**config.mk**
```make
export PLATFORM = sky130hd
export DESIGN_NAME = stream_demux_1ton
export DESIGN_NICKNAME = d
export VERILOG_FILES = /design/src/rtl/stream_demux_pkg.sv /design/src/rtl/stream_reg_slice.sv /design/src/rtl/stream_demux_1ton.sv
export SDC_FILE = /design/constraint.sdc
export NUM_CORES = 1
export LEC_CHECK = 0
export ABC_CLOCK_PERIOD_IN_PS = 2500
export CELL_PAD_IN_SITES_DETAIL_PLACEMENT = 0
export CELL_PAD_IN_SITES_GLOBAL_PLACEMENT = 1
export CORE_MARGIN = 10
export CORE_UTILIZATION = 22
export CTS_BUF_LIST = sky130_fd_sc_hd__clkbuf_8
export DETAILED_ROUTE_END_ITERATION = 12
export GPL_TIMING_DRIVEN = 0
export PLACE_DENSITY_LB_ADDON = 0.1
export SETUP_SLACK_MARGIN = 0.3
export SKIP_CTS_REPAIR_TIMING = 1
export SYNTH_ARGS = -nofsm -noshare
export SYNTH_HDL_FRONTEND = slang
export SYNTH_HIERARCHICAL = 1
export SYNTH_SLANG_ARGS = --single-unit
```
**constraint.sdc**
```tcl
create_clock -name clk -period 2.5 [get_ports clk]
set_input_delay 0.5 -clock clk [delete_from_list [all_inputs] [get_ports clk]]
set_output_delay 0.5 -clock clk [all_outputs]
set_load 0.02 [all_outputs]
```
**src/rtl/stream_demux_pkg.sv**
```systemverilog
// Shared types and constants for the 1-to-N stream demultiplexer.
package stream_demux_pkg;

    // Width of the saturating dropped-packet counter.
    localparam int unsigned DropCntW = 8;

    // Packet-level routing state.
    typedef enum logic [1:0] {
        StIdle,   // no packet open
        StRoute,  // packet open, legal channel locked
        StDrop    // packet open, illegal channel, beats discarded
    } state_e;

    // Channel index width: max(1, clog2(n)).
    function automatic int unsigned sel_width(input int unsigned n);
        return (n > 1) ? $clog2(n) : 1;
    endfunction

endpackage

```
**src/rtl/stream_reg_slice.sv**
```systemverilog
// Single-entry output register slice: holds one {last, data} beat plus its channel index.
module stream_reg_slice #(
    parameter int unsigned DATA_W = 8,
    parameter int unsigned CH_W   = 4
) (
    input  logic              clk_i,
    input  logic              rst_i,
    input  logic              load_i,     // capture a new beat
    input  logic [DATA_W:0]   payload_i,  // {last, data}
    input  logic [CH_W-1:0]   ch_i,
    input  logic              taken_i,    // held beat accepted downstream this cycle
    output logic              valid_o,
    output logic [DATA_W:0]   payload_o,
    output logic [CH_W-1:0]   ch_o,
    output logic              free_o      // slice can take a beat this cycle
);

    logic              valid_q, valid_d;
    logic [DATA_W:0]   payload_q;
    logic [CH_W-1:0]   ch_q;

    // Occupancy: a load wins over a drain so simultaneous drain+load keeps the slice full.
    always_comb begin
        valid_d = valid_q;
        if (load_i) begin
            valid_d = 1'b1;
        end else if (taken_i) begin
            valid_d = 1'b0;
        end
    end

    // Slice registers; payload and channel only change on load so they hold during a stall.
    always_ff @(posedge clk_i) begin
        if (rst_i) begin
            valid_q   <= 1'b0;
            payload_q <= '0;
            ch_q      <= '0;
        end else begin
            valid_q <= valid_d;
            if (load_i) begin
                payload_q <= payload_i;
                ch_q      <= ch_i;
            end
        end
    end

    assign free_o    = !valid_q || taken_i;
    assign valid_o   = valid_q;
    assign payload_o = payload_q;
    assign ch_o      = ch_q;

endmodule

```
**src/rtl/stream_demux_1ton.sv**
```systemverilog
// 1-to-N packet demultiplexer: the first beat's sel locks the destination for the whole
// packet; packets addressed to a nonexistent channel are swallowed and counted.
module stream_demux_1ton
    import stream_demux_pkg::*;
#(
    parameter int unsigned  DATA_W = 8,
    parameter int unsigned  N_CH   = 16,
    localparam int unsigned SEL_W  = sel_width(N_CH)
) (
    input  logic                clk,
    input  logic                rst,
    input  logic                s_valid,
    output logic                s_ready,
    input  logic [DATA_W-1:0]   din,
    input  logic [SEL_W-1:0]    sel,
    input  logic                s_last,
    output logic [DATA_W-1:0]   dout,
    output logic [N_CH-1:0]     m_valid,
    output logic                m_last,
    input  logic [N_CH-1:0]     m_ready,
    output logic [DropCntW-1:0] drop_cnt
);

    state_e                state_q, state_d;
    logic [DropCntW-1:0]   drop_q, drop_d;

    logic                  out_v;
    logic [DATA_W:0]       out_payload;
    logic [SEL_W-1:0]      ch_q;
    logic                  slice_free;
    logic                  held_ready;
    logic                  load;
    logic                  accept;
    logic                  sel_ok;

    // One extra bit so N_CH itself is representable when N_CH is a power of two.
    assign sel_ok = {1'b0, sel} < (SEL_W + 1)'(N_CH);

    // Only the held channel's ready matters; other channels' ready bits are masked off.
    assign held_ready = |(m_valid & m_ready);
    assign accept     = s_valid && s_ready;

    // Input ready: DROP sinks freely, otherwise wait for room in the slice; never during reset.
    always_comb begin
        s_ready = slice_free;
        if (state_q == StDrop) begin
            s_ready = 1'b1;
        end
        if (rst) begin
            s_ready = 1'b0;
        end
    end

    // Packet FSM next state, slice load and drop counting.
    always_comb begin
        state_d = state_q;
        drop_d  = drop_q;
        load    = 1'b0;
        case (state_q)
            StIdle: begin
                if (accept) begin
                    if (sel_ok) begin
                        load = 1'b1;
                        if (!s_last) state_d = StRoute;
                    end else begin
                        if (drop_q != '1) drop_d = drop_q + DropCntW'(1);
                        if (!s_last) state_d = StDrop;
                    end
                end
            end
            StRoute: begin
                if (accept) begin
                    load = 1'b1;
                    if (s_last) state_d = StIdle;
                end
            end
            StDrop: begin
                if (accept && s_last) state_d = StIdle;
            end
            default: state_d = StIdle;
        endcase
    end

    // FSM state and drop counter registers.
    always_ff @(posedge clk) begin
        if (rst) begin
            state_q <= StIdle;
            drop_q  <= '0;
        end else begin
            state_q <= state_d;
            drop_q  <= drop_d;
        end
    end

    // In ROUTE the slice keeps the channel latched on the first beat, so sel is ignored.
    logic [SEL_W-1:0] load_ch;
    assign load_ch = (state_q == StIdle) ? sel : ch_q;

    stream_reg_slice #(
        .DATA_W (DATA_W),
        .CH_W   (SEL_W)
    ) u_slice (
        .clk_i     (clk),
        .rst_i     (rst),
        .load_i    (load),
        .payload_i ({s_last, din}),
        .ch_i      (load_ch),
        .taken_i   (held_ready),
        .valid_o   (out_v),
        .payload_o (out_payload),
        .ch_o      (ch_q),
        .free_o    (slice_free)
    );

    // Decode the held channel into the one-hot-or-zero valid vector.
    always_comb begin
        m_valid = '0;
        for (int i = 0; i < int'(N_CH); i++) begin
            m_valid[i] = out_v && (ch_q == SEL_W'(i));
        end
    end

    assign dout     = out_payload[DATA_W-1:0];
    assign m_last   = out_payload[DATA_W];
    assign drop_cnt = drop_q;

endmodule

```
==> results by group, run 1 <==
Status
  – Status: finished, violations left
  – Failing checks: setup timing

Power and ir drop
  – Leakage: 0.945 nW
  – Pwr Density: 374 nW/um2
  – Gate power share: 31.5%
  – Worst IR Drop VDD: 277 uV
  – Switch share: 27.8%
  – Clock Power Share: 29.7%
  – Int Pwr: 492 uW
  – Sequential power share: 38.8%
  – Psw: 189 uW

Hold path
  – HP Class: reg2reg

Detailed routing
  – Vias: 1009
  – WL final: 3.48 mm
  – Routed Antenna Nets: 0
  – Drt drc: 0
  – DRT iter0 DRCs: 27
  – Vias per cell: 4.33
  – DRT Pass-1 Iters: 2
  – DR WL/cell: 14.9 um

STA
  – Tmin final: 2.51 ns
  – TNS Setup: -0.0105 ns
  – RSZ-0062 raised after global routing: yes
  – Period utilization: 100%
  – Worst hold slack: 0.500 ns
  – Fmax achieved: 0.398 GHz
  – Setup WS post-layout: -0.0105 ns
  – Clock skew: 0.0112 ns
  – Setup Viol. Count Final: 1
  – Final hold vios: 0
  – Slew Viols, Final: 0

Synth
  – Syn Area/Cell: 8.72 um2
  – FF+latch count, synth: 15
  – Synth Instances: 109
  – Synth Warn #: 6
  – Sequential fraction of the synthesis area: 31.6%
  – Synth Flop Type: dfxtp_1
  – Synth cell types: 26
  – Asr flop ratio synth: 0%
  – Post-synth EDFFs: 0
  – Post-Syn Area: 951 um2

Global route
  – Number of global-route vias before repair: 1033
  – Initial antenna violation count: 0
  – Total track usage: 8.62%
  – Total grt overflow: 0
  – First-pass GRT wire length: 5.11 mm
  – Pin count of the biggest net entering global routing: 11

Layout
  – Synthesis-to-layout area growth: 91.3%
  – N_diodes: 0
  – Most common cell after layout, fill and taps aside: clkdlybuf4s50_1
  – Util after Layout: 44.5%
  – Layout cells sized above 1: 22.4%
  – Final #Nets: 216
  – Finished Cell Area: 1820 um2
  – Most frequent cells in the layout: clkdlybuf4s50_1, nor2_1, mux2i_1

Setup path
  – Reg2Reg Setup Slack: 0.11 ns
  – Setup CP Type: reg2out
  – Reg2reg end: u_slice/ch_o[2]
  – WP data required: 2.00 ns
  – Startpoint types: flop
  – Cells on worst reg2reg path: 12
  – Worst Path Max Fanout: 3
  – Worst setup startpoint: u_slice/ch_o[2]
  – WP data arrival: 2.01 ns
  – CP Capture Point: s_ready
  – Worst R2R Start: u_slice/ch_o[2]
  – CP endpoint kind: primary output

Place
  – Port Buf Inserts: 57
  – Hpwl dp: 2.74 mm
  – GP Congestion: 0.787
  – Dpl cell area: 1640 um2

Floorplan
  – Die H: 85.7 um
  – Num rows: 23
  – Die area: 7350 um2
  – Chip Width: 85.7 um
  – Initial Util: 23.3%
  – Core Box Area: 4090 um2
  – # IOs: 66

Clock network
  – Clock sinks: 15
  – Root Buffer: clkbuf_8
  – Htree depth: 1
  – Worst-path clk slew: 0.07 ns
  – Longest Clk Path Bufs: 2
  – Skew-Pair Late Insertion Delay: 0.26 ns
  – TritonCTS buffer count: 3
  – CTS tree: yes

Flow run
  – Maxcap violations: 0
metrics by stage:
stage	cells	total power [mW]	setup WS [ns]
6_report	233	0.681	-0.0105
5_1_grt	233	0.720	-0.0948
4_1_cts	227	0.676	-0.656
3_5_place_dp	223	0.469	-0.609
3_3_place_gp	223	0.465	-0.597
2_1_floorplan	116	0.380	0.217
worst min path at each step:
stage	startpoint	cells after the start	end
floorplan	u_slice/ch_o[0]	2	u_slice/ch_o[0]
global placement	u_slice/ch_o[0]	2	u_slice/ch_o[0]
detailed placement	u_slice/payload_o[3]	2	u_slice/payload_o[3]
CTS	u_slice/payload_o[5]	2	u_slice/payload_o[5]
global route	u_slice/payload_o[4]	2	u_slice/payload_o[4]
finish	u_slice/payload_o[5]	2	u_slice/payload_o[5]
cell families (layout without fill, tap and decap cells):
group | after synthesis | in the layout | share of synthesized area [%]
and+or+nand+nor | 48 | 48 | 23.9
muxes | 24 | 24 | 27.1
buffers and inverters | 17 | 84 | 13.4
DFF | 15 | 15 | 31.6
AOI/OAI and AO/OA | 4 | 4 | 3.55
other | 1 | 8 | 0.394
worst max-delay path: stages (launching register included):
cell and delay (ns):
dfxtp_2 0.33, buf_6 0.10, mux4_2 0.47, and4b_1 0.19
a211oi_2 0.18, nand2_1 0.07, nand2b_4 0.15, nor2b_4 0.13
buf_6 0.14
metal layers:
| layer | track usage, % | wire [um] |
|---|---|---|
| met1 | 9.03 | 1490 |
| met2 | 13.6 | 1530 |
| met3 | 5.11 | 409 |
| met4 | 4.04 | 50 |
| met5 | 0 | 0 |
power by group through the flow:
stage                     sequential [mW]  clock, mW  combinational [mW]
after floorplan                     0.276          0               0.104
after global placement              0.269          0               0.196
after detailed placement            0.270          0               0.199
after CTS                           0.264      0.211               0.200
after global routing                0.267      0.224               0.229
final                               0.264      0.202               0.215
cell type report:
class                      count  area [um2]
buffer                        16         139
clock buffer                   3        41.3
clock inverter                 1        5.00
fill                         407        2270
inverter                       1        3.75
multi-input combinational     84         581
sequential                    15         305
tap                           50        62.6
timing repair buffer          63         682
registers in the layout, summed over array words and instances, names as in the netlist:
| name | cells |
|---|---|
| state_q | 1 |
| u_slice/ch_o | 4 |
| u_slice/payload_o | 9 |
| u_slice/valid_o | 1 |
cell usage after synthesis, drive strengths merged (2+ instances only):
master	count	area, um2
nand2	2	7.51
mux2i	19	190
nor3	6	30.0
clkbuf	3	11.3
nor3b	2	15.0
nor2	28	105
buf	13	113
nand2b	3	18.8
a211oi	2	20.0
mux2	4	45.0
dfxtp	15	300
nand3b	2	15.0
Power figures use the tool's default switching activity.
==> inputs of run 2 (changes only) <==
==> constraint.sdc (replaced) <==
create_clock -name clk -period 2.5 [get_ports clk]
set_input_delay 0.5 -clock clk [delete_from_list [all_inputs] [get_ports clk]]
set_output_delay 0.5 -clock clk [all_outputs]
set_load 0.05 [all_outputs]
==> results by group, run 2 (synthesized netlist as in run 1, its figures left out) <==
Status
  – Status: finished, violations left
  – Failing checks: setup timing

Detailed routing
  – DRT Pass-1 Iters: 4 (+2)
  – DR WL/cell: 14.5 um (-3.1%)
  – Vias per cell: 4.27 (-1.4%)
  – Routed Antenna Nets: 0 (unchanged)
  – Drt drc: 0 (unchanged)
  – DRT iter0 DRCs: 24 (-11%)
  – WL final: 3.36 mm (-3.5%)
  – Vias: 991 (-1.8%)

Setup path
  – Worst Path Max Fanout: 3 (unchanged)
  – Worst stage delay on the critical path: 0.48 ns (about the same)
  – WP buf/inv: 2 (unchanged)
  – Startpoint types: flop
  – WP data required: 2.00 ns (about the same)
  – Critical path, cell by cell: buf_6 -> mux4_2 -> and4b_1 -> a211oi_2 -> nand2_1 -> nand2b_4 -> nor2b_4 -> buf_8
  – Setup CP Type: reg2out
  – CP endpoint kind: primary output
  – Critical-path cell with the highest stage delay: mux4_2
  – WP data arrival: 2.02 ns (about the same)
  – Critical path's top delay family: simple AND/OR/NAND/NOR gates

Layout
  – Fillers: 435 (+6.9%)
  – Fin cells: 232 (-0.43%)
  – Reg area: 308 um2 (+0.82%)
  – Final #Nets: 215 (-0.46%)
  – Layout cells sized above 1: 31.9% (+9.5 points)
  – Area of the multi-input gates: 593 um2 (+2.2%)
  – Synthesis-to-layout area growth: 86.2%
  – Finished Cell Area: 1770 um2 (-2.7%)
  – Most frequent cells in the layout: clkdlybuf4s50_1, nor2_1, mux2i_1
  – Max reg flops: 9 (unchanged)
  – N_diodes: 0 (unchanged)
  – Most common cell after layout, fill and taps aside: clkdlybuf4s50_1

STA
  – Setup WS post-layout: -0.0206 ns (-0.0101 ns)
  – Period utilization: 101% (+0.40 points)
  – Clock skew: 0.00245 ns (-0.00871 ns)
  – TNS Setup: -0.0206 ns (-0.0101 ns)
  – RSZ-0062 raised after global routing: yes
  – Worst-Margin Slew: 0.520 ns
  – Fmax achieved: 0.397 GHz (-0.40%)
  – Setup Viol. Count Final: 1 (unchanged)
  – Tmin final: 2.52 ns (+0.0101 ns)
  – Slew Viols, Final: 0 (unchanged)
  – Slew Limit Headroom: 65.2%
  – Final hold vios: 0 (unchanged)

Floorplan
  – # IOs: 66 (unchanged)
  – Die H: 85.7 um (unchanged)
  – Num rows: 23 (unchanged)
  – Initial Util: 23.3% (unchanged)
  – Die area: 7350 um2 (unchanged)
  – Core Box Area: 4090 um2 (unchanged)
  – Chip Width: 85.7 um (unchanged)

Place
  – Dpl cell area: 1650 um2 (about the same)
  – GP Congestion: 0.757 (-3.9%)
  – Hpwl dp: 2.72 mm (-0.52%)
  – DP Worst Slack: -0.848 ns (-0.239 ns)
  – Port Buf Inserts: 57 (unchanged)
  – Post-Place Cells: 223 (unchanged)

Clock network
  – Root Buffer: clkbuf_8
  – Skew-Pair Late Insertion Delay: 0.24 ns (-0.02 ns)
  – Htree depth: 1 (unchanged)
  – Worst-path clk slew: 0.06 ns (about the same)
  – CTS tree: yes
  – TritonCTS buffer count: 3 (unchanged)
  – Clock sinks: 15 (unchanged)
  – Longest Clk Path Bufs: 2 (unchanged)

Power and ir drop
  – Worst IR Drop VDD: 300 uV (+8.4%)
  – Leakage: 0.818 nW (-13%)
  – Pwr Density: 401 nW/um2 (+7.2%)

Global route
  – Total grt overflow: 0 (unchanged)
  – Initial antenna violation count: 0 (unchanged)
  – Total track usage: 8.46% (-0.16 points)
  – First-pass GRT wire length: 5.22 mm (+2.3%)
  – Number of global-route vias before repair: 1025 (-0.77%)
  – Pin count of the biggest net entering global routing: 11 (unchanged)

Flow run
  – Maxcap violations: 0 (unchanged)

Hold path
  – HP Class: reg2reg
run 2: per-layer routing:
layer / GRT usage [%] / up-vias / part of all wire (%)
li1: - / 498 / -
met1: 10.3 / 441 / 45
met2: 13.1 / 50 / 44
met3: 3.88 / 2 / 10
met4: 2.25 / 0 / 0.57
met5: 0 / - / 0
run 2: per-stage QoR:
stage	hold WS (ns)	utilization [%]	power [mW]
3_5_place_dp	0.484	40.3	0.510
3_3_place_gp	0.472	40.3	0.508
5_1_grt	0.543	43.3	0.752
4_1_cts	0.501	41.4	0.703
2_1_floorplan	0.458	-	0.422
6_report	0.501	43.3	0.710
run 2: worst paths after layout:
path	from	endpoint	slack [ns]	cells after the start
setup / recovery	u_slice/ch_o[2]	s_ready	-0.02	8
hold / removal	u_slice/ch_o[2]	u_slice/ch_o[2]	0.50	2
setup reg to reg	u_slice/ch_o[2]	u_slice/payload_o[2]	0.10	12
hold reg to reg	u_slice/ch_o[2]	u_slice/ch_o[2]	0.50	2
run 2: where the power goes:
part           total, mW  switching, mW  internal [mW]
clock              0.184         0.0761          0.108
combinational      0.260          0.128          0.132
sequential         0.265         0.0122          0.253
run 2: area by class of cell:
class                   instances  area share (%)
well taps                      50            3.53
flip-flops and latches         15            17.4
clock buffers                   3            2.33
inverters                       1           0.495
repair buffers                 62            34.4
clock inverters                 1           0.212
multi-input cells              84            33.5
plain buffers                  16            8.13
run 2: worst register-to-register path: cells and delay by family (launching register included):
family                 cells  cell delay (ns)
and+or+nand+nor            6             0.79
muxes                      2             0.62
buffers and inverters      3             0.40
DFF                        1             0.33
AOI/OAI and AO/OA          1             0.13
==> inputs of run 3 (changes only) <==
- ABC_AREA: unset -> 1
==> results by group, run 3 <==
Setup path
  – Critical-path cell with the highest stage delay: clkdlybuf4s50_1
  – Worst R2R Start: u_slice/valid_o
  – Worst stage delay on the critical path: 0.45 ns (-0.03 ns)
  – Worst Path Max Fanout: 2 (-1)
  – WP data required: 2.00 ns (about the same)
  – CP endpoint kind: primary output
  – Setup CP Type: in2out
  – WP buf/inv: 5 (+3)
  – Reg2Reg Setup Slack: 0.48 ns (+0.38 ns)
  – Critical path, cell by cell: clkdlybuf4s50_1 -> inv_1 -> nor3_2 -> nor2_1 -> nand2_1 -> nor2_1 -> nand2_2 -> inv_1 -> nand2_2 -> inv_2 -> nor2_4 -> buf_6
  – Worst setup startpoint: m_ready[7]
  – WP data arrival: 1.80 ns (-0.22 ns)
  – Critical path's top delay family: buffers and inverters
  – Startpoint types: primary input

Synth
  – Syn Area/Cell: 6.32 um2 (-28%)
  – Top-count cell post-synth: nor2_1
  – Post-Syn Area: 1060 um2 (+12%)
  – Post-synth top area share: 28.3% (-3.3 points)
  – Synth cell count leaders: nor2_1, nand2_1, inv_1
  – Area contributors post-synth: dfxtp_1, nor2_1, buf_4, nand2_1, nor2_2
  – FF+latch count, synth: 15 (unchanged)
  – Synth cell types: 21 (-19%)
  – Sequential fraction of the synthesis area: 28.3% (-3.3 points)
  – Synth Flop Type: dfxtp_1
  – Asr flop ratio synth: 0% (unchanged)
  – Biggest area consumer among synthesized cells: dfxtp_1
  – Post-synth EDFFs: 0 (unchanged)
  – Synth Warn #: 6 (unchanged)
  – Synth Instances: 168 (+54%)

STA
  – Tmin final: 2.30 ns (-0.220 ns)
  – TNS Setup: 0 ns (+0.0206 ns)
  – Setup WS post-layout: 0.200 ns (+0.220 ns)
  – Slew Limit Headroom: 64.9% (-0.30 points)
  – Clock skew: 0.00112 ns (-0.00132 ns)
  – Slew Viols, Final: 0 (unchanged)
  – Worst-Margin Slew: 0.525 ns (+0.00534 ns)
  – Setup Viol. Count Final: 0 (-1)
  – Final hold vios: 0 (unchanged)
  – RSZ-0062 raised after global routing: yes
  – Period utilization: 92.0% (-8.8 points)
  – Fmax achieved: 0.435 GHz (+9.6%)

Place
  – Post-Place Cells: 286 (+28%)
  – DP Worst Slack: -0.537 ns (+0.311 ns)
  – Port Buf Inserts: 57 (unchanged)
  – GP Congestion: 0.789 (+4.3%)
  – Hpwl dp: 2.94 mm (+7.8%)

Detailed routing
  – WL met3: 460 um (+34%)
  – Vias: 1256 (+27%)
  – Uppermost layer routed: met4
  – DRT iter0 DRCs: 41 (+71%)
  – Drt drc: 0 (unchanged)
  – DR WL/cell: 12.8 um (-12%)
  – Vias per cell: 4.16 (-2.6%)
  – WL met2: 1.80 mm (+23%)
  – M1 WL: 1.57 mm (+3.2%)
  – WL final: 3.86 mm (+15%)
  – DRT Pass-1 Iters: 5 (+1)
  – Routed Antenna Nets: 0 (unchanged)

Status
  – Status: complete, no violations

Hold path
  – HP Class: reg2reg
  – Hold wc startpoint: u_slice/payload_o[0]

Layout
  – Most frequent cells in the layout: clkdlybuf4s50_1, nor2_1, buf_4
  – Most common cell after layout, fill and taps aside: clkdlybuf4s50_1
  – Fillers: 500 (+15%)
  – Final #Nets: 281 (+31%)
  – Synthesis-to-layout area growth: 85.8%
  – N_diodes: 0 (unchanged)
  – Max reg flops: 9 (unchanged)
  – Layout cells sized above 1: 33.1% (+1.2 points)
  – Fin cells: 302 (+30%)

Clock network
  – Root Buffer: clkbuf_8
  – Clock sinks: 15 (unchanged)
  – Htree depth: 1 (unchanged)
  – Worst-path clk slew: 0.06 ns (about the same)
  – Longest Clk Path Bufs: 2 (unchanged)
  – Skew-Pair Late Insertion Delay: 0.24 ns (about the same)
  – CTS tree: yes
  – TritonCTS buffer count: 3 (unchanged)

Floorplan
  – Initial Util: 22.6% (-0.66 points)
  – Core Box Area: 4690 um2 (+15%)
  – Die area: 8000 um2 (+8.8%)
  – Die H: 89.4 um (+4.3%)
  – Chip Width: 89.4 um (+4.3%)
  – Num rows: 25 (+8.7%)
  – # IOs: 66 (unchanged)

Global route
  – Pin count of the biggest net entering global routing: 11 (unchanged)
  – Total grt overflow: 0 (unchanged)
  – Initial antenna violation count: 0 (unchanged)
  – First-pass GRT wire length: 5.71 mm (+9.2%)
  – Total track usage: 8.91% (+0.45 points)
  – Number of global-route vias before repair: 1241 (+21%)

Power and ir drop
  – Leakage: 1.05 nW (+28%)
  – Final total power: 779 uW (+9.7%)
  – Pwr Density: 395 nW/um2 (-1.5%)
  – Worst IR Drop VDD: 263 uV (-12%)

Flow run
  – Maxcap violations: 0 (unchanged)
## run 3: cells by family after synthesis
family	count (synthesis)	synth area share, %
and+or+nand+nor	96	43.6
buffers and inverters	36	17.7
AOI/OAI and AO/OA	20	10.0
DFF	15	28.3
other	1	0.353
## run 3: worst min-delay path, cell delays in order, from the launching register on
cell	delay (ns)
dfxtp_1	0.33
o21ai_1	0.06
nor2_1	0.07
## run 3: final timing paths
kind,depth (start not counted),to
max reg2reg,18,u_slice/payload_o[1]
min reg2reg,2,u_slice/payload_o[0]
max,12,s_ready
min,2,u_slice/payload_o[0]
## run 3: through the flow
step	hold WS [ns]	util (%)	cell area (um2)
2_1_floorplan	0.463	-	1120
5_1_grt	0.528	42.0	1970
6_report	0.488	42.0	1970
4_1_cts	0.496	38.5	1800
3_5_place_dp	0.470	37.5	1760
3_3_place_gp	0.468	37.5	1760
## run 3: area by class of cell
class / instances / area [um2] / share of cell area [%]
buffer: 13 / 121 / 6.15
clock buffer: 3 / 41.3 / 2.09
clock inverter: 1 / 3.75 / 0.190
inverter: 23 / 88.8 / 4.51
multi-input combinational: 124 / 677 / 34.3
sequential: 15 / 309 / 15.7
tap: 54 / 67.6 / 3.43
timing repair buffer: 69 / 663 / 33.6
## run 3: routing by layer
layer  up-vias  track usage (%)
met5         -                0
met4         0             2.60
met3         4             4.65
met2        45             14.6
met1       542             9.81
li1        665                -
## run 3: power by group
group	internal, mW	switching (mW)
Clock	0.109	0.0840
Combinational	0.130	0.181
Sequential	0.259	0.0161
